--- src/rtl/button_bank.sv ---
// Multi-channel button debouncer: 2-flop synchronizer, per-channel stability
// counter, registered level/press/release outputs and optional latched press flags.
module button_bank #(
    parameter int CHANNELS      = 8,
    parameter int COUNTER_SIZE  = 8,
    parameter int COUNTER_VALUE = 255,
    parameter int STICKY        = 1
) (
    input  logic                clk,
    input  logic                reset,
    input  logic [CHANNELS-1:0] button_in,
    input  logic [CHANNELS-1:0] clear_in,
    output logic [CHANNELS-1:0] state_out,
    output logic [CHANNELS-1:0] press_out,
    output logic [CHANNELS-1:0] release_out,
    output logic [CHANNELS-1:0] sticky_out,
    output logic                any_pressed
);

    localparam logic [COUNTER_SIZE-1:0] COUNT_MAX = COUNTER_SIZE'(COUNTER_VALUE);
    localparam logic [COUNTER_SIZE-1:0] COUNT_ONE = COUNTER_SIZE'(1);

    // Declaration initialisers make power-up contents match the reset values.
    logic [CHANNELS-1:0]     sync1     = '0;
    logic [CHANNELS-1:0]     sync2     = '0;
    logic [CHANNELS-1:0]     state_q   = '0;
    logic [CHANNELS-1:0]     press_q   = '0;
    logic [CHANNELS-1:0]     release_q = '0;
    logic [CHANNELS-1:0]     sticky_q  = '0;
    logic [COUNTER_SIZE-1:0] count [CHANNELS] = '{default: '0};

    logic [CHANNELS-1:0] mismatch;
    logic [CHANNELS-1:0] toggle;

    always_comb begin
        mismatch = '0;
        toggle   = '0;
        for (int i = 0; i < CHANNELS; i++) begin
            mismatch[i] = (sync2[i] != state_q[i]);
            toggle[i]   = mismatch[i] && (count[i] == COUNT_MAX);
        end
    end

    always_ff @(posedge clk) begin
        if (reset) begin
            sync1     <= '0;
            sync2     <= '0;
            state_q   <= '0;
            press_q   <= '0;
            release_q <= '0;
            sticky_q  <= '0;
            for (int i = 0; i < CHANNELS; i++) begin
                count[i] <= '0;
            end
        end else begin
            sync1     <= button_in;
            sync2     <= sync1;
            state_q   <= state_q ^ toggle;
            press_q   <= toggle & sync2;
            release_q <= toggle & ~sync2;
            // A press on the same cycle as a clear keeps the flag set.
            if (STICKY != 0) begin
                sticky_q <= (sticky_q & ~clear_in) | (toggle & sync2);
            end else begin
                sticky_q <= '0;
            end
            for (int i = 0; i < CHANNELS; i++) begin
                if (!mismatch[i] || toggle[i]) begin
                    count[i] <= '0;
                end else begin
                    count[i] <= count[i] + COUNT_ONE;
                end
            end
        end
    end

    assign state_out   = state_q;
    assign press_out   = press_q;
    assign release_out = release_q;
    assign sticky_out  = sticky_q;
    assign any_pressed = |state_q;

endmodule

--- config.mk ---
export PLATFORM = sky130hd
export DESIGN_NAME = button_bank
export DESIGN_NICKNAME = d
export VERILOG_FILES = /design/src/rtl/button_bank.sv
export SDC_FILE = /design/constraint.sdc
export NUM_CORES = 1
export LEC_CHECK = 0
export CAP_MARGIN = 30
export CORE_MARGIN = 2
export CORE_UTILIZATION = 30
export DETAILED_ROUTE_END_ITERATION = 8
export GPL_ROUTABILITY_DRIVEN = 0
export GPL_TIMING_DRIVEN = 0
export HOLD_SLACK_MARGIN = 0.06
export PLACE_DENSITY = 0.53
export REMOVE_ABC_BUFFERS = 1
export SYNTH_ARGS = -nofsm -noshare
export SYNTH_HDL_FRONTEND = slang
export SYNTH_SLANG_ARGS = --single-unit
--- constraint.sdc ---
create_clock -name clk -period 1.5 [get_ports clk]
set_input_delay 0.45 -clock clk [delete_from_list [all_inputs] [get_ports clk]]
set_output_delay 0.45 -clock clk [all_outputs]
set_load 0.05 [all_outputs]
==> results of run 1 <==
==> per-layer routing <==
layer,vias up,GRT usage,wire length (um)
met5,-,0,0
met2,62,0.185,4680
met1,1871,0.137,4750
met3,14,0.0381,466
li1,1995,-,-
met4,0,0.0491,198
==> sequential cells by signal, summed over array words and instances, names as in the netlist, named ones only <==
signal       flops
count           64
sync2            8
sticky_out       8
sync1            8
press_out        8
release_out      8
==> report_power, final <==
part,internal (W),switching (W)
logic,0.000177,0.000169
clock network,0.00118,0.00112
registers,0.00334,0.0000971
==> critical path, delay by kind of cell (launching register included) <==
| kind | cells | cell delay, ns |
|---|---|---|
| DFF | 1 | 0.36 |
| and+or+nand+nor | 2 | 0.53 |
| buffers and inverters | 1 | 0.17 |
==> repair_timing <==
action	CTS	global route
cloned	0	0
setup buffers	16	29
resized for setup	182	30
endpoints found under the setup margin	101	47
pin swaps	8	10
==> worst max path at each step <==
stage,from,to,slack [ns]
2_1_floorplan,flop,any_pressed,-0.1
3_3_place_gp,reset,sticky_out[6],-1.59
3_5_place_dp,flop,any_pressed,-0.86
4_1_cts,flop,any_pressed,-0.36
5_1_grt,flop,any_pressed,-0.41
6_report,flop,any_pressed,-0.38
==> metrics by stage <==
stage	instance area (um^2)	TNS [ns]	hold WS (ns)	utilization
after floorplan	5230	-0.0972	0.414	-
after global placement	6010	-154.29	0.425	0.364
after detailed placement	6000	-39.09	0.420	0.363
after CTS	6340	-0.641	0.439	0.384
after global routing	6640	-0.548	0.469	0.402
final	6640	-0.375	0.435	0.402
==> Yosys cell counts (2+ instances only) <==
| master | n | area share |
|---|---|---|
| inv_1 | 12 | 0.0089 |
| nor4_1 | 11 | 0.014 |
| a31oi_1 | 11 | 0.014 |
| nor2_1 | 28 | 0.021 |
| nand4b_1 | 3 | 0.0052 |
| xor2_1 | 10 | 0.017 |
| and4_1 | 4 | 0.0069 |
| o211ai_1 | 3 | 0.0045 |
| o21ba_2 | 2 | 0.0040 |
| a22o_1 | 2 | 0.0035 |
| edfxtp_1 | 64 | 0.38 |
| nand3_1 | 19 | 0.019 |
| nand2_1 | 28 | 0.021 |
| a21o_1 | 3 | 0.0045 |
| a32o_1 | 2 | 0.0040 |
| xnor2_1 | 15 | 0.026 |
| nor3_1 | 15 | 0.015 |
| nand4_1 | 11 | 0.014 |
| nand2b_1 | 15 | 0.019 |
| or4_1 | 4 | 0.0060 |
| o41ai_1 | 4 | 0.0069 |
| nand3_4 | 2 | 0.0069 |
| a311oi_1 | 9 | 0.016 |
| ha_1 | 8 | 0.020 |
| or3_1 | 14 | 0.017 |
| or3_2 | 2 | 0.0030 |
| a211oi_1 | 3 | 0.0045 |
| dfxtp_1 | 48 | 0.19 |
| nor2b_1 | 18 | 0.022 |
| clkbuf_1 | 11 | 0.0082 |
| nor3b_1 | 12 | 0.018 |
| o21ai_0 | 18 | 0.018 |
| o31ai_1 | 4 | 0.0060 |
| a21oi_1 | 28 | 0.028 |
| and3_1 | 9 | 0.011 |
==> layout make-up <==
| type | count | area (um^2) | share of cell area |
|---|---|---|---|
| timing repair buffer | 95 | 701 | 0.106 |
| multi-input combinational | 388 | 2440 | 0.368 |
| inverter | 12 | 45.0 | 0.00679 |
| sequential | 112 | 2890 | 0.436 |
| tap | 220 | 275 | 0.0415 |
| clock buffer | 10 | 239 | 0.0360 |
| clock inverter | 6 | 45.0 | 0.00679 |
==> cells in the final DEF, fill, tap and decap left out, types with 18 or more instances in the layout <==
| cell | count |
|---|---|
| edfxtp_1 | 64 |
| conb_1 | 64 |
| buf_4 | 53 |
| dfxtp_1 | 43 |
| nand2_1 | 28 |
| a21oi_1 | 28 |
| nor2_1 | 24 |
| buf_2 | 24 |
| nor2b_1 | 18 |
==> kinds of logic after synthesis <==
logic type      count (synthesis)  synth area share
simple gates                  200             0.230
xor+xnor                       25            0.0434
fa+ha+maj                       8            0.0198
other cells                     1          0.000743
flops                         112             0.571
mux                             1           0.00198
buf+inv                        25            0.0188
compound gates                 90             0.114
==> out/qor.txt, run 1 <==
worst path required time - 1.05 ns
CTS root buffer - clkbuf_16
synth unique cells - 45
Setup Skew - 0.00583 ns
Final Critical Period - 1.88 ns
worst path cell trace - nor4_4 > nand2_1 > buf_6
# rows - 47
Fillers - 1631
crit path DAT - 1.43 ns
worst skew pair latency - 0.36 ns
Longest Clk Path Bufs - 2
critical path class - reg2out
r2r setup slk - 0.05 ns
r2r endpoint - count[1][23]
TritonRoute pass-1 iters - 4
unrepaired setup endpoints after global routing - true
outcome - finished with violations
P&R area growth vs syn - 31.6%
Final Setup Violations - 1
Seq cells post-synth - 112
DR iter-0 viols - 172
Via-to-Cell Ratio - 4.68
CP max stage delay - 0.41 ns
CP max stage cell - nor4_4
largest net degree at the start of global routing - 48
full die area - 17900 um^2
Core ar. - 16500 um^2
Power Total - 0.00607 W
Synth Instances - 462
post-synthesis area per instance - 10.9 um^2
fmax - 533 MHz
HP Start - sync1[2]
Final Worst Setup Slack - -0.375 ns
via count - 3942
Crit Path Max Fanout - 3
pre-CTS setup slack - -0.862 ns
clock sinks - 112
routed wire length - 10100 um
Final Hold Fails - 0
global-route wire length before repair - 16400 um
Pwr Density - 915 nW/um^2
Port-buffer cells - 50
Post-Layout Cell Count - 843
nets - 644
DP HPWL - 6720 um
Worst setup EP type - output pin
chip height - 134 um
hold path cells - 1
Mapped Area - 5040 um^2
Yosys warning total - 0
starting density of the core - 0.305
worst hold path class - reg2reg
Post-synth EDFFs - 64
Routed WL per cell - 12.0 um
Synth Flop Type - edfxtp_1
gr ovfl total - 0
max_cap viols - 0
Clock Pin Slew Worst Setup and Hold Paths - 0.07 ns
failing checks - setup timing
fraction of the yosys area taken by sequential cells - 0.571
Synth async-reset ratio - 0
Routed Antenna Nets - 0
leakage power - 2.49 nW
GRT Resource Usage Total - 0.114
Post-Place Cells - 782
startpoint types - flop
H-tree depth - 3
die extent in x - 134 um
worst flop-to-flop path startpoint - count[1][16]
Diodes inserted - 0
Worst VDD drop - 538 uV
number of global-route vias before repair - 3660
period utilization - 1.25
DRC - 0
Worst Hold Path EP - sync2[2]
CTS tree - built
I/O pins - 51
cts-stage hold buffer count - 0
initial antenna violation count - 0
fraction of layout cells with a size suffix above 1 - 0.204
CTS Buf Count - 9
FF-to-FF path depth - 5
Slew Limit Fails - 0
Note: power is estimated with default switching activity, not from simulation.
==> run 2: changes to the inputs <==
--- a/config.mk
+++ b/config.mk
@@ -5,6 +5,7 @@
 export SDC_FILE = /design/constraint.sdc
 export NUM_CORES = 1
 export LEC_CHECK = 0
+export ABC_AREA = 1
 export CAP_MARGIN = 30
 export CORE_MARGIN = 2
 export CORE_UTILIZATION = 30
@@ -12,6 +13,7 @@
 export GPL_ROUTABILITY_DRIVEN = 0
 export GPL_TIMING_DRIVEN = 0
 export HOLD_SLACK_MARGIN = 0.06
+export MAX_ROUTING_LAYER = met4
 export PLACE_DENSITY = 0.53
 export REMOVE_ABC_BUFFERS = 1
 export SYNTH_ARGS = -nofsm -noshare
==> out/qor.txt, run 2 <==
number of global-route vias before repair - 3680 (+0.55%)
synth unique cells - 31 (-31%)
P&R area growth vs syn - 23.0%
routed wire length - 9570 um (-5.2%)
clock sinks - 112 (unchanged)
CTS root buffer - clkbuf_16
Post-Layout Cell Count - 949 (+13%)
Synth area leader - edfxtp_1
fraction of layout cells with a size suffix above 1 - 0.169 (-0.0353)
Util after Layout - 0.377 (-0.0249)
period utilization - 1.17 (-0.0829)
Seq cells post-synth - 112 (unchanged)
Fillers - 1725 (+5.8%)
TritonRoute pass-1 iters - 5 (+1)
Via-to-Cell Ratio - 4.15 (-11%)
unrepaired setup endpoints after global routing - true
most frequent cells in the layout - 118 x nand2_1, 107 x nor2_1, 73 x inv_1
Synth Flop Type - edfxtp_1
Biggest register - count
die extent in x - 137 um (+2.2%)
# rows - 48 (+2.1%)
Slew Limit Fails - 0 (unchanged)
Synth top cells by count - 119 x nand2_1, 108 x nor2_1, 73 x inv_1, 64 x edfxtp_1, 48 x dfxtp_1
crit path DAT - 1.30 ns (-0.13 ns)
starting density of the core - 0.306 (+0.000965)
Final Worst Setup Slack - -0.251 ns (+0.124 ns)
Core ar. - 17200 um^2 (+4.3%)
Synth async-reset ratio - 0 (unchanged)
post-synthesis compound-gate area fraction - 0.0702 (-0.0439)
critical path class - reg2out
CTS tree - built
Clock Pin Slew Worst Setup and Hold Paths - 0.07 ns (about the same)
GRT Resource Usage Total - 0.114 (+0.000745)
count leader, synth - nand2_1
Final Hold Fails - 0 (unchanged)
synth top area cells - edfxtp_1 36%, dfxtp_1 18%, nand2_1 8.5%
failing checks - setup timing
global-route wire length before repair - 16300 um (-0.46%)
top cell type's share of synthesized area - 0.364 (-0.0169)
post-synthesis area per instance - 8.90 um^2 (-18%)
Synth Area in Adders - 0.0190 (-0.000879)
Final Critical Period - 1.75 ns (-0.124 ns)
DRC - 0 (unchanged)
initial antenna violation count - 0 (unchanged)
DR iter-0 viols - 155 (-9.9%)
CP max stage cell - dfxtp_4
outcome - finished with violations
fmax - 571 MHz (+7.1%)
startpoint types - flop
Power Total - 0.00590 W (-2.8%)
Post-Synth XOR/XNOR Area - 0.0166 (-0.0268)
cts-stage hold buffer count - 0 (unchanged)
placed inst area - 6270 um^2 (+4.4%)
worst path required time - 1.05 ns (about the same)
Port-buffer cells - 50 (unchanged)
chip height - 137 um (+2.2%)
max_cap viols - 0 (unchanged)
main combinational cell family by area after synthesis - simple AND/OR/NAND/NOR gates
nets - 745 (+16%)
worst skew pair latency - 0.34 ns (-0.02 ns)
Final Setup Violations - 1 (unchanged)
Largest register FFs - 64 (unchanged)
Synth Instances - 593 (+28%)
multiplexer area fraction after synthesis - 0 (-0.00198)
H-tree depth - 3 (unchanged)
CP max stage delay - 0.37 ns (-0.04 ns)
Longest Clk Path Bufs - 2 (unchanged)
Routed Antenna Nets - 0 (unchanged)
leakage power - 2.53 nW (+1.8%)
commonest non-fill, non-tap cell in the layout - nand2_1
Mapped Area - 5280 um^2 (+4.6%)
CTS Buf Count - 9 (unchanged)
Routed WL per cell - 10.1 um (-16%)
Post-Synth Simple-Gate Area - 0.285 (+0.0552)
Crit Path Max Fanout - 3 (unchanged)
worst path cell trace - nor4_4 > nand2_1 > buf_6
Yosys warning total - 0 (unchanged)
Post-synth EDFFs - 64 (unchanged)
fin area - 6490 um^2 (-2.1%)
Setup Skew - 0.00466 ns (-0.00117 ns)
largest net degree at the start of global routing - 29 (-40%)
I/O pins - 51 (unchanged)
Worst VDD drop - 541 uV (+0.47%)
Post-Place Cells - 927 (+19%)
Pwr Density - 909 nW/um^2 (-0.70%)
fraction of the yosys area taken by sequential cells - 0.546 (-0.0253)
full die area - 18700 um^2 (+4.5%)
DP HPWL - 7170 um (+6.8%)
worst hold path class - reg2reg
gr ovfl total - 0 (unchanged)
Diodes inserted - 0 (unchanged)
Worst setup EP type - output pin
via count - 3942 (unchanged)
-- run 2: per-stage QoR --
stage          hold slack (ns)  setup TNS, ns  worst slack [ns]
3_5_place_dp             0.394         -87.21             -1.01
5_1_grt                  0.422         -0.308            -0.308
3_3_place_gp             0.394        -143.28             -1.55
2_1_floorplan            0.388         -0.118            -0.118
4_1_cts                  0.404         -0.249            -0.249
6_report                 0.405         -0.251            -0.251
-- run 2: cell type report --
type                       instances  area [um^2]  share of cell area
sequential                       112         2900               0.447
multi-input combinational        464         2340               0.360
timing repair buffer              57          420              0.0647
inverter                          75          294              0.0453
tap                              225          282              0.0433
clock buffer                      15          258              0.0397
clock inverter                     1         5.00            0.000771
-- run 2: repair_timing --
action	CTS	global route
setup buffers	2	4
pin swaps	3	1
setup endpoints to repair	121	42
gates resized for setup	168	32
-- run 2: cell families after synthesis --
group           Yosys count
compound gates           60
buf+inv                  80
flops                   112
xor+xnor                 10
simple gates            322
fa+ha+maj                 8
other cells               1
-- run 2: worst paths after layout --
| check | from | end | slack [ns] | depth (start not counted) |
|---|---|---|---|---|
| hold reg to reg | sync1[2] | sync2[2] | 0.40 | 2 |
| hold / removal | sync1[2] | sync2[2] | 0.40 | 2 |
| setup / recovery | flop | any_pressed | -0.25 | 3 |
| setup reg to reg | count[0][24] | count[0][26] | 0.10 | 6 |
-- run 2: per-layer routing --
| metal | track usage | share of wire | vias to the layer above |
|---|---|---|---|
| li1 | - | - | 2101 |
| met1 | 0.133 | 0.47 | 1789 |
| met2 | 0.189 | 0.48 | 46 |
| met3 | 0.0404 | 0.046 | 6 |
| met4 | 0.0278 | 0.0079 | 0 |
| met5 | - | 0 | - |
-- run 2: critical path, delay by kind of cell (launching register included) --
kind	cells	cell delay [ns]
AND/OR/NAND/NOR	2	0.42
flip-flops	1	0.37
buffers and inverters	1	0.17
-- run 2: power breakdown --
part	switching, W	leakage, nW	internal [W]
logic	0.000193	1.35	0.000128
clock network	0.000995	0.128	0.00117
registers	0.0000779	1.06	0.00333
